===== src/rtl/alarm_trigger_if.sv =====
// Signal bundle between the alarm/time-of-day counters, buttons and the alarm_trigger block.
// master drives switch, buttons, tick and times; slave returns ring and status fields.
interface alarm_trigger_if;
    logic        alarm_on;
    logic        time_tick;
    logic        stop;
    logic        snooze;
    logic [15:0] alarm_time;
    logic [15:0] cur_time;
    logic        ring;
    logic [1:0]  state;
    logic [8:0]  remain;
    logic [1:0]  snooze_left;

    modport master (
        output alarm_on, time_tick, stop, snooze, alarm_time, cur_time,
        input  ring, state, remain, snooze_left
    );

    modport slave (
        input  alarm_on, time_tick, stop, snooze, alarm_time, cur_time,
        output ring, state, remain, snooze_left
    );
endinterface


===== src/rtl/alarm_trigger.sv =====
// Alarm match detector with ring/snooze state machine timed by the 1 Hz tick.
// Define ALARM_BLINK_EN to make ring toggle on every tick while ringing instead of holding steady.
module alarm_trigger #(
    parameter int RING_SEC   = 60,
    parameter int SNOOZE_SEC = 300,
    parameter int MAX_SNOOZE = 3
) (
    input  logic           i_clk,
    input  logic           i_reset,
    alarm_trigger_if.slave io_alarm
);

    localparam logic [1:0] S_IDLE    = 2'd0;
    localparam logic [1:0] S_ARMED   = 2'd1;
    localparam logic [1:0] S_RINGING = 2'd2;
    localparam logic [1:0] S_SNOOZE  = 2'd3;

    localparam logic [8:0] RING_LD   = 9'(RING_SEC);
    localparam logic [8:0] SNOOZE_LD = 9'(SNOOZE_SEC);
    localparam logic [1:0] SNZ_MAX   = 2'(MAX_SNOOZE);

    logic [1:0] r_state;
    logic [8:0] r_remain;
    logic [1:0] r_snooze_left;
    logic       r_ring;
    logic       r_match_d;

    logic       w_match;
    logic       w_trig;
    logic [1:0] w_state_nx;
    logic [8:0] w_remain_nx;
    logic [1:0] w_snooze_left_nx;
    logic       w_ring_nx;

    // Edge of the match, so a whole matching minute yields a single trigger.
    assign w_match = (io_alarm.alarm_time == io_alarm.cur_time);
    assign w_trig  = w_match & ~r_match_d;

    always_comb begin
        w_state_nx       = r_state;
        w_remain_nx      = r_remain;
        w_snooze_left_nx = r_snooze_left;
        w_ring_nx        = 1'b0;
        if (!io_alarm.alarm_on) begin
            w_state_nx       = S_IDLE;
            w_remain_nx      = 9'd0;
            w_snooze_left_nx = SNZ_MAX;
        end else begin
            case (r_state)
                S_IDLE: w_state_nx = S_ARMED;
                S_ARMED: begin
                    if (w_trig) begin
                        w_state_nx  = S_RINGING;
                        w_remain_nx = RING_LD;
                        w_ring_nx   = 1'b1;
                    end
                end
                S_RINGING: begin
                    w_ring_nx = r_ring;
                    if (io_alarm.stop) begin
                        w_state_nx       = S_ARMED;
                        w_remain_nx      = 9'd0;
                        w_snooze_left_nx = SNZ_MAX;
                        w_ring_nx        = 1'b0;
                    end else if (io_alarm.snooze && (r_snooze_left != 2'd0)) begin
                        w_state_nx       = S_SNOOZE;
                        w_remain_nx      = SNOOZE_LD;
                        w_snooze_left_nx = r_snooze_left - 2'd1;
                        w_ring_nx        = 1'b0;
                    end else if (io_alarm.time_tick) begin
                        // Compare with <= 1 so remain can never wrap below zero.
                        if (r_remain <= 9'd1) begin
                            w_state_nx       = S_ARMED;
                            w_remain_nx      = 9'd0;
                            w_snooze_left_nx = SNZ_MAX;
                            w_ring_nx        = 1'b0;
                        end else begin
                            w_remain_nx = r_remain - 9'd1;
`ifdef ALARM_BLINK_EN
                            w_ring_nx   = ~r_ring;
`else
                            w_ring_nx   = 1'b1;
`endif
                        end
                    end
                end
                S_SNOOZE: begin
                    if (io_alarm.stop) begin
                        w_state_nx       = S_ARMED;
                        w_remain_nx      = 9'd0;
                        w_snooze_left_nx = SNZ_MAX;
                    end else if (io_alarm.time_tick) begin
                        if (r_remain <= 9'd1) begin
                            w_state_nx  = S_RINGING;
                            w_remain_nx = RING_LD;
                            w_ring_nx   = 1'b1;
                        end else begin
                            w_remain_nx = r_remain - 9'd1;
                        end
                    end
                end
                default: begin
                    w_state_nx  = S_IDLE;
                    w_remain_nx = 9'd0;
                end
            endcase
        end
    end

    // match_d resets high so a power-up coincidence of alarm and time does not ring.
    always_ff @(posedge i_clk) begin
        if (i_reset) begin
            r_state       <= S_IDLE;
            r_remain      <= 9'd0;
            r_snooze_left <= SNZ_MAX;
            r_ring        <= 1'b0;
            r_match_d     <= 1'b1;
        end else begin
            r_state       <= w_state_nx;
            r_remain      <= w_remain_nx;
            r_snooze_left <= w_snooze_left_nx;
            r_ring        <= w_ring_nx;
            r_match_d     <= w_match;
        end
    end

    assign io_alarm.ring        = r_ring;
    assign io_alarm.state       = r_state;
    assign io_alarm.remain      = r_remain;
    assign io_alarm.snooze_left = r_snooze_left;

endmodule


===== src/flat_wrapper.sv =====
// flat-port wrapper written by rule: the top's interface ports become plain ports
module alarm_trigger_flat 
#(
    parameter int RING_SEC   = 60,
    parameter int SNOOZE_SEC = 300,
    parameter int MAX_SNOOZE = 3
)
  (i_clk, i_reset, io_alarm_alarm_on, io_alarm_time_tick, io_alarm_stop, io_alarm_snooze, io_alarm_alarm_time, io_alarm_cur_time, io_alarm_ring, io_alarm_state, io_alarm_remain, io_alarm_snooze_left);
  alarm_trigger_if io_alarm_i ();
  input  logic i_clk;
  input  logic i_reset;
  input wire logic [$bits(io_alarm_i.alarm_on)-1:0] io_alarm_alarm_on;
  input wire logic [$bits(io_alarm_i.time_tick)-1:0] io_alarm_time_tick;
  input wire logic [$bits(io_alarm_i.stop)-1:0] io_alarm_stop;
  input wire logic [$bits(io_alarm_i.snooze)-1:0] io_alarm_snooze;
  input wire logic [$bits(io_alarm_i.alarm_time)-1:0] io_alarm_alarm_time;
  input wire logic [$bits(io_alarm_i.cur_time)-1:0] io_alarm_cur_time;
  output wire logic [$bits(io_alarm_i.ring)-1:0] io_alarm_ring;
  output wire logic [$bits(io_alarm_i.state)-1:0] io_alarm_state;
  output wire logic [$bits(io_alarm_i.remain)-1:0] io_alarm_remain;
  output wire logic [$bits(io_alarm_i.snooze_left)-1:0] io_alarm_snooze_left;
  assign io_alarm_i.alarm_on = io_alarm_alarm_on;
  assign io_alarm_i.time_tick = io_alarm_time_tick;
  assign io_alarm_i.stop = io_alarm_stop;
  assign io_alarm_i.snooze = io_alarm_snooze;
  assign io_alarm_i.alarm_time = io_alarm_alarm_time;
  assign io_alarm_i.cur_time = io_alarm_cur_time;
  assign io_alarm_ring = io_alarm_i.ring;
  assign io_alarm_state = io_alarm_i.state;
  assign io_alarm_remain = io_alarm_i.remain;
  assign io_alarm_snooze_left = io_alarm_i.snooze_left;
  alarm_trigger #(.RING_SEC(RING_SEC), .SNOOZE_SEC(SNOOZE_SEC), .MAX_SNOOZE(MAX_SNOOZE)) u_core (.i_clk(i_clk), .i_reset(i_reset), .io_alarm(io_alarm_i));
endmodule

===== config.mk =====
export PLATFORM = sky130hd
export DESIGN_NAME = alarm_trigger_flat
export DESIGN_NICKNAME = d
export VERILOG_FILES = /design/src/rtl/alarm_trigger_if.sv /design/src/rtl/alarm_trigger.sv /design/src/flat_wrapper.sv
export SDC_FILE = /design/constraint.sdc
export NUM_CORES = 1
export LEC_CHECK = 0
export BUFFER_PORTS_ARGS = -buffer_cell sky130_fd_sc_hd__clkbuf_2
export CAP_MARGIN = 20
export CORE_AREA = 2 2 56 58
export DETAILED_ROUTE_END_ITERATION = 6
export DIE_AREA = 0 0 58 60
export HOLD_SLACK_MARGIN = 0.15
export PLACE_DENSITY = 0.72
export SYNTH_ARGS = -nofsm -noshare
export SYNTH_HDL_FRONTEND = slang
export SYNTH_SLANG_ARGS = --single-unit

===== constraint.sdc =====
create_clock -name i_clk -period 1.9 [get_ports i_clk]
set_input_delay 0.285 -clock i_clk [delete_from_list [all_inputs] [get_ports i_clk]]
set_output_delay 0.285 -clock i_clk [all_outputs]
set_load 0.05 [all_outputs]

==> flow_summary.json <==
{
  "run_status": "completed",
  "timing.critical_path.slowest_cell_delay_ns": 0.53,
  "hold-worst-slack_ns": 0.213,
  "sequentialPowerShare_pct": 50.2,
  "cts_root_buffer": "sky130_fd_sc_hd__clkbuf_4",
  "yosys_register_bits": 15,
  "avgRoutedWirePerCell_um": 12.9,
  "r2r-start": "u_core.io_alarm.remain[0]",
  "synth.avg_cell_area_um2": 8.26,
  "dr.first_iter.drc_count": 67,
  "slew_headroom_pct": 76.9,
  "power.density_nw_per_um2": 373,
  "grt_pass1_vias": 1217,
  "grt_overflow": 0,
  "synth-warning-count": 0,
  "synth_largest_area_cell": "sky130_fd_sc_hd__dfxtp_1",
  "tns_ns": 0,
  "postPlaceCellArea_um2": 1600,
  "chipWidth_um": 58,
  "yosys_most_used_dff": "sky130_fd_sc_hd__dfxtp_1",
  "final_core_utilization_pct": 58.1,
  "p_total_mw": 0.629,
  "crit_path_start_kind": "flip-flop",
  "timing.max_cap.violations": 0,
  "max-vdd-ir-drop_mv": 0.280,
  "max-clock-path-buffers": 2,
  "detailedPlace.worstSlack_ns": 0.00692,
  "comb_power_share_pct": 20.9,
  "r2r-end": "u_core.io_alarm.remain[7]",
  "synthTopCellsByArea": "sky130_fd_sc_hd__dfxtp_1, sky130_fd_sc_hd__xnor2_1, sky130_fd_sc_hd__a221oi_1",
  "chipHeight_um": 60,
  "critPathKind": "reg -> reg",
  "critical_path.cell_chain": "or4_4 > or4_4 > and2_4 > o21a_1 > a31o_1",
  "total_standard_cell_area_after_synthesis_um2": 1120,
  "postRouteWirelength_mm": 3.15,
  "layout_cell_share_with_drive_strength_beyond_1_pct": 49.8,
  "dp_hpwl_mm": 2.56,
  "synth_mux_area_share_pct": 1.89,
  "yosys.area.top_type_share_pct": 26.7,
  "max_freq_mhz": 531,
  "synth_nets": 177,
  "power_report.internal_total_mw": 0.469,
  "fp-row-count": 20,
  "grt_util_all_layers_pct": 18.9,
  "design.portCount": 52,
  "synth_xor_xnor_area_share_pct": 14.8,
  "tritoncts.num_buffers": 3,
  "worst_path_most_repeated_cell": "sky130_fd_sc_hd__or4_4",
  "seqCellArea_um2": 315,
  "multiInputGateArea_um2": 825,
  "dominant_combinational_cell_family_by_area_after_synthesis": "simple AND/OR/NAND/NOR gates",
  "instances_no_fill": 244,
  "critical_path_peak_fanout": 2,
  "synth_cells": 136,
  "initial_antenna_violation_count": 0,
  "power_switching_share_pct": 25.4,
  "final_critical_path_setup_slack_ns": 0.0179,
  "first_pass_iters": 4,
  "netlist-cell-type-count": 43,
  "clk_latency_ns": 0.28,
  "fp.dieArea_um2": 3480,
  "grt_setup_unrepaired": "yes",
  "worstMarginPinSlew_ns": 0.346,
  "static-leakage-power_nw": 0.770,
  "ff2ff_path_depth": 5,
  "wire_length_of_the_first_global_routing_pass_mm": 5.18,
  "final_min_period_over_clock_period_pct": 99.1,
  "worst_ep_arrival_time_ns": 2.06,
  "io_buffer_count": 51,
  "most_frequently_used_cell_type_in_the_post_synthesis_netlist": "sky130_fd_sc_hd__xnor2_1",
  "critical_path_startpoint": "u_core.io_alarm.remain[0]",
  "post_synth_top_cells": "sky130_fd_sc_hd__xnor2_1, sky130_fd_sc_hd__dfxtp_1, sky130_fd_sc_hd__inv_1",
  "report.final.slew_viol_count": 0,
  "num_vias": 1303,
  "post_route_drc_violation_count": 0,
  "rd_place_congestion": 0.840,
  "grt_start_max_net_pins": 13,
  "timing_hold_violations_final": 0,
  "post_synth_fa_ha_maj_area_fraction_pct": 3.34,
  "floorplan.initialDensity_pct": 38.7,
  "insertedDiodeCount": 0,
  "finalClockSkew_ns": 0.00294,
  "ys_async_sr_fraction_pct": 0,
  "endpoint": "u_core.io_alarm.remain[7]",
  "synth_seq_area_share_pct": 26.7,
  "total_switching_power_mw": 0.160,
  "critical-path-slowest-cell": "sky130_fd_sc_hd__or4_4",
  "cts.htree.levels": 1,
  "synth-edff-count": 0,
  "routed_via_density": 5.34,
  "route.antenna.remaining_nets": 0,
  "placeableCoreArea_um2": 2900,
  "tritoncts": "yes",
  "synth_compound_gate_area_share_pct": 24.1,
  "total_number_of_clock_tree_sinks": 15,
  "post_cts_hold_buffer_count": 0,
  "area_growth_pct": 50.2,
  "reg2reg_setup_slack_ns": 0.02,
  "fillers": 260,
  "holdCritPathClass": "in -> reg",
  "number_of_placed_cells_counting_well_taps": 238,
  "post-route-cell-area_um2": 1690,
  "crit_path_end_kind": "flip-flop",
  "critPathRequiredTime_ns": 2.08,
  "yosys.area_share.simple_pct": 24.2,
  "fin_crit_ns": 1.88,
  "pwr-share-clk_pct": 28.9,
  "cts.clk_slew.worst_paths_ns": 0.09,
  "timing.final.setup_violations": 0,
  "fin_nets": 253
}
routing by layer:
metal	up-vias	wire, um	global-route usage (%)
met4	0	22	6.31
met1	579	1310	22.3
met2	67	1560	35.9
met5	-	0	0
met3	4	250	1.73
li1	653	-	-
state kept, by name, indices dropped and copies added (netlist names):
name / flops
u_core.r_match_d: 1
u_core.io_alarm.state: 2
u_core.io_alarm.remain: 9
u_core.io_alarm.ring: 1
u_core.io_alarm.snooze_left: 2
power by group through the flow:
stage	logic (mW)	clock network, mW	registers (mW)
after global placement	0.128	0	0.323
after global routing	0.144	0.201	0.316
after floorplan	0.0592	0	0.329
after detailed placement	0.132	0	0.323
final	0.132	0.182	0.316
after CTS	0.132	0.186	0.316
area by class of cell:
cell class                 count  area share, %
sequential                    15           18.7
tap                           33           2.45
inverter                      10           2.22
multi-input combinational    106           48.9
timing repair buffer          76           26.2
clock buffer                   4           1.56
critical path: cells and delay by family (launching register included):
kind / cells / cell delay [ns]
flip-flops: 1 / 0.35
AO/OA/AOI/OAI: 2 / 0.32
AND/OR/NAND/NOR: 3 / 1.11
cells by family after synthesis:
group / after synthesis
compound gates: 34
xor+xnor: 19
fa+ha+maj: 3
buf+inv: 15
flops: 15
mux: 2
simple gates: 48
how the worst min path moves through the flow:
stage                                         from                              to  slack [ns]  depth (start not counted)
floorplan                                  i_reset                u_core.r_match_d        0.39                          1
global route                               i_reset                u_core.r_match_d        0.23                          2
finish                                     i_reset                u_core.r_match_d        0.21                          2
detailed placement  u_core.io_alarm.snooze_left[0]  u_core.io_alarm.snooze_left[0]        0.45                          1
global placement    u_core.io_alarm.snooze_left[0]  u_core.io_alarm.snooze_left[0]        0.45                          1
CTS                                        i_reset                u_core.r_match_d        0.21                          2
cell usage in the layout (no fill, tap or decap), types with 6 or more instances in the layout:
| master | instances |
|---|---|
| sky130_fd_sc_hd__xnor2_1 | 19 |
| sky130_fd_sc_hd__inv_1 | 8 |
| sky130_fd_sc_hd__nand2_1 | 7 |
| sky130_fd_sc_hd__o21ai_0 | 6 |
| sky130_fd_sc_hd__nor2_1 | 7 |
| sky130_fd_sc_hd__dfxtp_1 | 7 |
| sky130_fd_sc_hd__dfxtp_2 | 6 |
| sky130_fd_sc_hd__buf_4 | 25 |
| sky130_fd_sc_hd__clkbuf_2 | 51 |
repair_timing:
item	CTS	global route
buffers inserted	0	2
pin swaps	1	3
endpoints found under the setup margin	2	7
resized for setup	2	12
(Power assumes the default switching activity.)
